`src/rtl/y86_pkg.sv`:
```
// Shared Y86-64 definitions: instruction codes, word width and instruction lengths.
// Codes 0xC-0xF have no name; they fall through to a one-byte length.
package y86_pkg;

  localparam int WORD_W = 64;

  typedef logic [3:0] icode_t;

  localparam icode_t I_HALT   = 4'h0;
  localparam icode_t I_NOP    = 4'h1;
  localparam icode_t I_RRMOVQ = 4'h2;
  localparam icode_t I_IRMOVQ = 4'h3;
  localparam icode_t I_RMMOVQ = 4'h4;
  localparam icode_t I_MRMOVQ = 4'h5;
  localparam icode_t I_OPQ    = 4'h6;
  localparam icode_t I_JXX    = 4'h7;
  localparam icode_t I_CALL   = 4'h8;
  localparam icode_t I_RET    = 4'h9;
  localparam icode_t I_PUSHQ  = 4'hA;
  localparam icode_t I_POPQ   = 4'hB;

  // Encoded byte length of the instruction; unknown codes advance by one byte.
  function automatic logic [3:0] instr_len(input icode_t ic);
    logic [3:0] len;
    case (ic)
      I_HALT, I_NOP, I_RET:                 len = 4'd1;
      I_RRMOVQ, I_OPQ, I_PUSHQ, I_POPQ:     len = 4'd2;
      I_IRMOVQ, I_RMMOVQ, I_MRMOVQ:         len = 4'd10;
      I_JXX, I_CALL:                        len = 4'd9;
      default:                              len = 4'd1;
    endcase
    return len;
  endfunction

endpackage

```
`src/rtl/pc_incre.sv`:
```
// Fall-through address: current PC plus the length of the instruction at PC.
// The sum wraps modulo 2^W without any overflow indication.
module pc_incre
  import y86_pkg::*;
#(
  parameter int W = WORD_W
) (
  input  logic [W-1:0] pc_i,
  input  icode_t       icode_i,
  output logic [W-1:0] valp_o
);

  logic [3:0] len;

  assign len    = instr_len(icode_i);
  assign valp_o = pc_i + {{(W-4){1'b0}}, len};

endmodule

```
`src/rtl/pc_unit.sv`:
```
// Program-counter stage: PC register, fall-through adder and next-PC select.
// Halt freezes the PC by reselecting the current value; there is no stall input.
module pc_unit
  import y86_pkg::*;
#(
  parameter int           W        = WORD_W,
  parameter logic [W-1:0] RESET_PC = '0
) (
  input  logic         CLK,
  input  logic         RST_N,
  input  icode_t       icode,
  input  logic         Cnd,
  input  logic [W-1:0] valC,
  input  logic [W-1:0] valM,
  output logic [W-1:0] PC,
  output logic [W-1:0] valP,
  output logic [W-1:0] NEW_PC
);

  logic [W-1:0] pc_q;
  logic [W-1:0] pc_d;

  pc_incre #(.W(W)) u_pc_incre (
    .pc_i    (pc_q),
    .icode_i (icode),
    .valp_o  (valP)
  );

  // Priority: halt, call, taken jump, ret, otherwise fall through.
  always_comb begin
    pc_d = valP;
    case (icode)
      I_HALT:  pc_d = pc_q;
      I_CALL:  pc_d = valC;
      I_JXX:   pc_d = Cnd ? valC : valP;
      I_RET:   pc_d = valM;
      default: pc_d = valP;
    endcase
  end

  always_ff @(posedge CLK or negedge RST_N) begin
    if (!RST_N) pc_q <= RESET_PC;
    else        pc_q <= pc_d;
  end

  assign PC     = pc_q;
  assign NEW_PC = pc_d;

endmodule

```
`config.mk`:
```
export PLATFORM = sky130hd
export DESIGN_NAME = pc_unit
export DESIGN_NICKNAME = d
export VERILOG_FILES = /design/src/rtl/y86_pkg.sv /design/src/rtl/pc_incre.sv /design/src/rtl/pc_unit.sv
export SDC_FILE = /design/constraint.sdc
export NUM_CORES = 1
export LEC_CHECK = 0
export ABC_CLOCK_PERIOD_IN_PS = 3430
export CELL_PAD_IN_SITES_DETAIL_PLACEMENT = 0
export CELL_PAD_IN_SITES_GLOBAL_PLACEMENT = 1
export CORE_UTILIZATION = 24
export CTS_CLUSTER_SIZE = 25
export DETAILED_ROUTE_END_ITERATION = 16
export HOLD_SLACK_MARGIN = 0.05
export PLACE_DENSITY_LB_ADDON = 0.1
export SYNTH_ARGS = -nofsm -noshare
export SYNTH_HDL_FRONTEND = slang
export SYNTH_SLANG_ARGS = --single-unit
```
`constraint.sdc`:
```
create_clock -name CLK -period 3.43 [get_ports CLK]
set_clock_uncertainty 0.1 [all_clocks]
set_input_delay 0.343 -clock CLK [delete_from_list [all_inputs] [get_ports CLK]]
set_output_delay 0.343 -clock CLK [all_outputs]
set_load 0.05 [all_outputs]
```
# After elaboration in Yosys (flattened, before gate mapping)
# Memories as Yosys holds them, arrays and structs flattened.
# Cells that the tools add are included.
# W data, S select, Z words.
[word_totals]
reg_bits = 64
latchBits = 0
ram_bits = 0
romBits = 48
input_bits = 135
out_inout_bits = 192
memories = 1
[memory_table]
columns = ["memory", "words", "word_bits", "rd", "rd_ports_with_merged_regs", "write_ports", "line", "text"]
rows = [
  ["(no name shown)", 16, 3, 1, 0, 0, "y86_pkg.sv:25", "case (ic)"],
]
[op_classes]
addsub = 1
mul = 0
div = 0
magnitude_cmp = 0
n_eq_ne = 3
n_shift = 0
muxes = 2
n_bitwise = 0
reduce_logical = 1
[ops]
columns = ["operator", "n"]
rows = [
  ["$pmux W64 S4", 1],
  ["$add A64 B4 Y64", 1],
  ["$mux W64", 1],
  ["$eq A4 B4 Y1 const B", 2],
  ["$eq A4 B3 Y1 const B", 1],
  ["$logic_not A4 Y1", 1],
]

# Logic depth before layout (Yosys ltp)
# Gate-level depths: netlist of the first run.
# An unclocked memory read counts as a cell.
[logic_depth]
word_depth = 4
mapped_depth = 13
ltp_nobuf = 11

# Cells and area by module
# Synthesis of the first run repeated with hierarchy kept, for this count alone.
[hier_totals]
cells_unflattened = 682
hier_area_um2 = 6064.6
[by_module_without_submodules]
columns = ["module", "instances", "cells_each", "area_per_inst_um2", "seq_area_each_um2"]
rows = [
  ["pc_unit", 1, 453, 4478.0, 1601.5],
  ["pc_incre", 1, 229, 1586.5, 0.0],
]

# Worst setup path after synthesis of the first run
# No wires, ideal clock.
[synth_path]
kind = "input-to-output"
from = "input port icode[1]"
to = "output port NEW_PC[48]"
t_arrival_ns = 3.835
required_time_ns = 2.987
slack_ns = -0.848
cell_stages = 13
n_path_buf = 2
path_cell_list = "clkbuf_1 -> a21oi_1 -> mux2_2 -> inv_1 -> ha_1 -> fa_1 -> nand4_1 -> nand2_1 -> clkbuf_1 -> nand3_1 -> nor4_1 -> xor2_1 -> a221o_1"
[synth_between]
elab_chain_len = 4
elab_cells_between_ends = 8
classes_between = "add/sub: 1; eq/ne: 3; mux: 2; reduce/logical: 1; memory: 1"
[synth_lines]
columns = ["item", "line", "text"]
rows = [
  ["from (decl)", "pc_unit.sv:11", "input icode_t icode,"],
  ["$mem_v2 Z16 W3 *", "-", ""],
  ["$add A64 B4 Y64 *", "pc_incre.sv:16", "assign valp_o = pc_i + {{(W-4){1'b0}}, len};"],
  ["via valP[48]", "pc_unit.sv:16", "output logic [W-1:0] valP,"],
  ["$mux W64", "pc_unit.sv:35", "I_JXX: pc_d = Cnd ? valC : valP;"],
  ["$pmux W64 S4 *", "pc_unit.sv:32", "case (icode)"],
  ["to (decl)", "pc_unit.sv:17", "output logic [W-1:0] NEW_PC"],
]
# The timed path passes the listed nets; every way through them passes the cells marked *.

# Worst setup path after layout of the first run
[layout_path]
from = "input port icode[3]"
to = "output port NEW_PC[51]"
[layout_between]
elab_chain_len = 4
elab_cells_between_ends = 8
classes_between = "add/sub: 1; eq/ne: 3; mux: 2; reduce/logical: 1; memory: 1"
[layout_lines]
columns = ["item", "line"]
rows = [
  ["$mem_v2 Z16 W3", "-"],
  ["$add A64 B4 Y64", "pc_incre.sv:16"],
  ["$mux W64", "pc_unit.sv:35"],
  ["$pmux W64 S4 *", "pc_unit.sv:32"],
]
# Every way passes the cells marked *; elsewhere a longest branch is shown, timed or not.

==> qor.csv, run 1 <==
stage,metric,value,unit
layout,"commonest non-fill, non-tap cell in the layout",clkdlybuf4s50_1,
power_and_ir_drop,VDD IR max,0.780,mV
critical_path,CP cell instances,dlygate4sd2_1 > buf_4 > nand2_1 > o21ai_0 > ha_1 > nand3_2 > o21ai_4 > buf_6 > nand4_1 > buf_6 > nor2_2 > xor2_2 > a221o_1 > buf_12,
layout,Layout fillers,1549,
critical_path,CP max-delay cell,a221o_1,
clock_tree,CTS tree,built,
timing,share of the clock period used by the worst path,98.5,%
critical_path,Crit path depth,14,
power_and_ir_drop,Cell Int Power,0.00404,W
placed_design,dpl hpwl,18900,um
floorplanning,site row count,50,
layout,share of post-route cells with drive strength above 1,44.7,%
clock_tree,Worst-Skew Late Latency,0.34,ns
logic_synthesis,post-synth cell types,44,
timing,final hold viol count,0,
logic_synthesis,post-synthesis sequential area ratio,35.1,%
clock_tree,Max Root-Sink Buffers,2,
power_and_ir_drop,Net Sw Power,0.00392,W
floorplanning,die area,19600,sq um
logic_synthesis,#FFs+latches synth,64,
layout,Multi-input gate area,3540,sq um
floorplanning,die width,140,um
floorplanning,Die Height,140,um
power_and_ir_drop,Leakage,4.93,nW
layout,# diodes,0,
clock_tree,H-tree depth,3,
route,antenna-violating nets left,0,
floorplanning,area of the core,18600,sq um
power_and_ir_drop,Seq pwr share,16.5,%
timing,worst-margin pin slew,0.967,ns
timing,Final Critical Period,3.38,ns
critical_path,crit-path max FO,6,
layout,register area,1620,sq um
logic_synthesis,Synth top area share,35.1,%
flow_run,Max Cap Viol,0,
global_routing,largest net degree at the start of global routing,65,
timing,max-slew violation count,0,
logic_synthesis,largest cells by area after synthesis,"dfrtp_1, a221o_1, a22o_1",
critical_path,"Req. time, crit path",2.99,ns
layout,Post-Layout Cell Count,1186,
layout,Post-Layout Inst Area,11100,sq um
layout,max FFs per register,64,
clock_tree,clock sink total,64,
critical_path,type of the worst setup path,in -> out,
timing,final setup violating endpoints,0,
power_and_ir_drop,clock power share,13.5,%
logic_synthesis,Synth warnings,0,
placed_design,Placer Congestion,0.858,
timing,f_max,0.296,GHz
route,Pre-Repair DR Iteration Count,5,
power_and_ir_drop,sw frac,49.3,%
critical_path,Reg2Reg Depth,9,
logic_synthesis,"Primary FF master, synth",dfrtp_1,
global_routing,first-pass GRT wire length,37800,um
placed_design,placed cell count,1156,
critical_path,family with the most delay on the worst path,buffers and inverters,
clock_tree,Inserted Clock Buffers,9,
floorplanning,Top-Level Pins,327,
power_and_ir_drop,Combinational Power Share,70.0,%
critical_path,Crit path largest cell delay,0.36,ns
layout,Syn-to-layout area delta,144,%
power_and_ir_drop,PwrDens,715,nW/um^2
clock_tree,clk root buf,clkbuf_16,
timing,Final TNS setup,0,ns
critical_path,WP data arrival,2.94,ns
route,DR DRC count,0,
logic_synthesis,Synth area leader,dfrtp_1,
route,drt initial violations,308,
floorplanning,Initial Util,24.5,%
critical_path,element type at the critical path end,output pin,
min_path,Hold Path Class,in -> async,
route,via count,6232,
layout,most frequent cells in the layout,"clkdlybuf4s50_1, buf_4, buf_12, nand2_1, dfrtp_1",
timing,hold_ws,0.0375,ns
critical_path,Crit path top cell by count,buf_6,
critical_path,worst path bufs/invs,5,
logic_synthesis,Mapped Cells,496,
critical_path,crit start category,input pin,
clock_tree,# hold bufs at CTS,0,
logic_synthesis,asr flop ratio synth,100,%
logic_synthesis,"EDFF count, synth",0,
global_routing,vias in the first global route,6409,
outcome,status,finished clean,
route,drt via density,5.25,
clock_tree,Worst-path clk slew,0.06,ns
placed_design,"Cell Area, Placed",10600,sq um
timing,unrepaired setup endpoints after global routing,true,
logic_synthesis,"Cell Area, Synth",4560,sq um
logic_synthesis,Post-Syn Nets,635,
route,WL final,24800,um
timing,Max-slew headroom,35.5,%
route,WL/cell,20.9,um
global_routing,initial antenna violation count,0,
placed_design,buffers added on ports,326,
layout,Layout Nets,1086,
logic_synthesis,Mapped Avg Cell Area,9.20,sq um
global_routing,grt ovf,0,
global_routing,GRT Util Overall,25.1,%
==> cells in the mapped netlist (2+ instances only) <==
cell type   n
xnor2_1    29
nor4_4      2
nand3_1    25
a21oi_1     2
and3_1      6
inv_1      10
nand4_2     2
nor3_1     18
nor4_1     10
ha_1        3
a222oi_1   25
nor2_1     21
nor3_2      4
nand4_1    25
dfrtp_1    64
nor2b_1     5
nand4_4     2
clkbuf_1   32
xor2_1     31
a221o_1    39
a22o_1     39
nand2_1    79
mux2_2      2
==> worst register-to-register path, delay by kind of cell (launching register included) <==
family / cells / cell delay [ns]
AND/OR/NAND/NOR: 3 / 0.78
buffers and inverters: 4 / 0.60
flip-flops: 1 / 0.57
AO/OA/AOI/OAI: 1 / 0.35
XOR/XNOR: 1 / 0.13
==> per-stage QoR <==
step | setup WS, ns | utilization [%] | power [W]
final | 0.0508 | 59.7 | 0.00796
after global placement | -0.305 | 56.6 | 0.00681
after detailed placement | -0.374 | 56.6 | 0.00682
after CTS | 0.00790 | 59.4 | 0.00799
after floorplan | -0.0550 | - | 0.00412
after global routing | -0.0443 | 59.7 | 0.00824
==> final cells by class <==
class | count | share of cell area [%]
clock buffer | 14 | 2.46
clock inverter | 2 | 0.539
inverter | 10 | 0.337
multi-input combinational | 388 | 31.8
sequential | 64 | 14.5
tap | 234 | 2.63
timing repair buffer | 474 | 47.7
==> layer usage <==
metal | up-vias | track usage, % | part of all wire, %
met5 | - | 0 | 0
met2 | 318 | 42.1 | 48
li1 | 2818 | - | -
met1 | 3060 | 31.8 | 41
met4 | 0 | 7.40 | 2.1
met3 | 36 | 6.53 | 8.3
==> final timing paths <==
check	start	end	slack (ns)
max	icode[3]	NEW_PC[51]	0.05
min	RST_N	PC[55]	0.04
max reg2reg	PC[19]	PC[30]	0.80
min reg2reg	PC[1]	PC[1]	0.57
max in group asynchronous	RST_N	PC[8]	2.47
min in group CLK	valC[1]	PC[1]	0.48
==> power by group through the flow <==
| stage | Combinational, W | Sequential, W | Clock (W) |
|---|---|---|---|
| after floorplan | 0.00222 | 0.00190 | 0 |
| after global routing | 0.00575 | 0.00135 | 0.00114 |
| after global placement | 0.00550 | 0.00131 | 0 |
| after detailed placement | 0.00551 | 0.00131 | 0 |
| after CTS | 0.00558 | 0.00130 | 0.00110 |
| final | 0.00557 | 0.00131 | 0.00108 |
==> cells by family after synthesis <==
kind of cell / Yosys count / share of synthesized area, %
AO/OA/AOI/OAI: 113 / 23.1
XOR/XNOR: 61 / 11.9
adder cells (fa/ha/maj): 4 / 1.26
buffers and inverters: 44 / 3.81
flip-flops: 64 / 35.1
multiplexers: 3 / 0.713
AND/OR/NAND/NOR: 207 / 24.2
==> timing repair <==
action	4_1_cts	5_1_grt
resized for setup	26	18
setup buffers	13	1
pin swaps	16	7
setup endpoints to repair	91	28
Note: power is estimated with default switching activity, not from simulation.
==> inputs of run 2 (changes only) <==
Settings changed: SETUP_SLACK_MARGIN from default to 0.05.
==> qor.csv, run 2 (synthesis results as in run 1) <==
stage,metric,value,unit,change
outcome,status,finished clean,,
critical_path,reg2reg start,PC[1],,
route,via count,6160,,-1.2%
layout,share of post-route cells with drive strength above 1,46.6,%,+1.9 points
global_routing,first-pass GRT wire length,37700,um,-0.26%
layout,max FFs per register,64,,unchanged
clock_tree,clk root buf,clkbuf_16,,
clock_tree,Inserted Clock Buffers,9,,unchanged
timing,f_max,0.306,GHz,+3.3%
clock_tree,clock sink total,64,,unchanged
critical_path,WP data arrival,2.83,ns,-0.11 ns
placed_design,dpl hpwl,18900,um,+0.30%
global_routing,GRT Util Overall,25.0,%,-0.12 points
timing,worst setup margin,0.160,ns,+0.109 ns
layout,Post-Layout Cell Count,1176,,-0.84%
floorplanning,Initial Util,24.5,%,unchanged
floorplanning,site row count,50,,unchanged
clock_tree,Worst-Skew Late Latency,0.34,ns,about the same
power_and_ir_drop,VDD IR max,0.710,mV,-9.0%
power_and_ir_drop,PwrDens,708,nW/um^2,-0.99%
global_routing,vias in the first global route,6406,,-0.047%
layout,Final Util,59.4,%,-0.30 points
clock_tree,Worst-path clk slew,0.06,ns,about the same
timing,Final Critical Period,3.27,ns,-0.109 ns
clock_tree,H-tree depth,3,,unchanged
placed_design,Placer Congestion,0.837,,-2.5%
timing,max-slew violation count,0,,unchanged
critical_path,crit-path max FO,6,,unchanged
timing,final setup violating endpoints,0,,unchanged
layout,Syn-to-layout area delta,143,%,
floorplanning,Die Height,140,um,unchanged
critical_path,CP Launch Point,PC[34],,
global_routing,largest net degree at the start of global routing,65,,unchanged
timing,share of the clock period used by the worst path,95.3,%,-3.2 points
placed_design,Placement Setup Slack,-0.398,ns,-0.0244 ns
route,drt via density,5.24,,-0.31%
clock_tree,CTS tree,built,,
critical_path,CP cell instances,nand3_1 > or2_1 > or4_4 > nor3_4 > xor2_4 > a221o_2 > buf_4,,
timing,unrepaired setup endpoints after global routing,false,,
route,Pre-Repair DR Iteration Count,6,,+1
route,drt initial violations,287,,-6.8%
critical_path,CP max-delay cell,or4_4,,
layout,# diodes,0,,unchanged
layout,most frequent cells in the layout,"clkdlybuf4s50_1, buf_4, buf_12, nand2_1, dfrtp_1",,
timing,final hold viol count,0,,unchanged
route,WL/cell,20.9,um,-0.13%
placed_design,buffers added on ports,326,,unchanged
layout,"commonest non-fill, non-tap cell in the layout",clkdlybuf4s50_1,,
critical_path,"Req. time, crit path",2.99,ns,about the same
global_routing,grt ovf,0,,unchanged
critical_path,crit start category,flop,,
clock_tree,Max Root-Sink Buffers,2,,unchanged
route,antenna-violating nets left,0,,unchanged
flow_run,Max Cap Viol,0,,unchanged
critical_path,Crit path largest cell delay,0.61,ns,+0.25 ns
critical_path,type of the worst setup path,reg -> out,,
power_and_ir_drop,Leakage,4.85,nW,-1.6%
route,WL final,24600,um,-0.97%
placed_design,placed cell count,1144,,-1.0%
critical_path,worst path bufs/invs,1,,-4
layout,Layout Nets,1076,,-0.92%
floorplanning,area of the core,18600,sq um,unchanged
critical_path,element type at the critical path end,output pin,,
route,DR DRC count,0,,unchanged
timing,Final TNS setup,0,ns,unchanged
timing,Max-slew headroom,38.6,%,+3.0 points
timing,worst-margin pin slew,0.922,ns,-0.0457 ns
critical_path,family with the most delay on the worst path,simple AND/OR/NAND/NOR gates,,
floorplanning,Top-Level Pins,327,,unchanged
floorplanning,die width,140,um,unchanged
min_path,Hold Path Class,in -> async,,
global_routing,initial antenna violation count,0,,unchanged
floorplanning,die area,19600,sq um,unchanged
==> run 2: cell types whose count changed in the layout (fill, tap and decap cells not counted), sizes merged <==
cell / previous run / this run
buf: 277 / 268
clkinv: 0 / 3
dlygate4sd2: 1 / 0
clkbuf: 16 / 14
bufinv: 2 / 1
==> run 2: power breakdown <==
| group | internal (W) | switching [W] | leakage, nW | total, W |
|---|---|---|---|---|
| Clock | 0.000560 | 0.000371 | 0.140 | 0.000931 |
| Combinational | 0.00239 | 0.00315 | 3.93 | 0.00555 |
| Sequential | 0.000946 | 0.000418 | 0.775 | 0.00136 |
| Total | 0.00390 | 0.00394 | 4.85 | 0.00784 |
==> run 2: what timing repair did <==
item | in CTS | in global routing
hold buffers | 0 | 0
gates cloned | 0 | 0
setup buffers | 8 | 8
setup endpoints to repair | 88 | 37
endpoints found under the hold margin | 0 | 0
resized for setup | 36 | 29
pin swaps | 14 | 11
==> run 2: path summary, 6_finish.rpt <==
path,to,slack (ns),depth (start not counted)
max,NEW_PC[60],0.16,7
min,PC[32],0.03,1
max reg2reg,PC[63],0.70,12
min reg2reg,PC[32],0.62,2
max in group asynchronous,PC[25],2.54,1
min in group CLK,PC[1],0.48,3
==> run 2: area by class of cell <==
type / count / area [sq um]
fillers: 1586 / 7560
clock inverters: 4 / 45.0
well taps: 234 / 293
repair buffers: 464 / 5230
multi-input cells: 388 / 3620
inverters: 10 / 37.5
clock buffers: 12 / 236
flip-flops and latches: 64 / 1620
==> run 2: stage by stage <==
| stage | hold WS, ns | cell area (sq um) | power, W |
|---|---|---|---|
| final | 0.0288 | 11100 | 0.00784 |
| after global routing | 0.103 | 11100 | 0.00811 |
| after CTS | 0.0733 | 10900 | 0.00783 |
| after detailed placement | 0.444 | 10500 | 0.00680 |
| after global placement | 0.437 | 10500 | 0.00678 |
| after floorplan | -0.0526 | 5290 | 0.00413 |
==> run 2: routing by layer <==
metal	vias to the layer above	global-route usage, %	share of wire [%]	routed length [um]
li1	2809	-	-	-
met1	3018	30.9	41	10100
met2	304	43.3	50	12200
met3	29	5.78	7.7	1890
met4	0	7.58	1.8	444
met5	-	0	0	0
==> run 2: worst register-to-register path: stages, from the launching register on <==
cell and delay, ns:
dfrtp_1 0.45, ha_1 0.33, a21oi_2 0.08, o21ai_4 0.24, buf_6 0.13, nand4_1 0.10, buf_6 0.17, nor3_2 0.15
buf_4 0.16, xor2_2 0.07, a221o_2 0.39, buf_4 0.15, buf_4 0.12
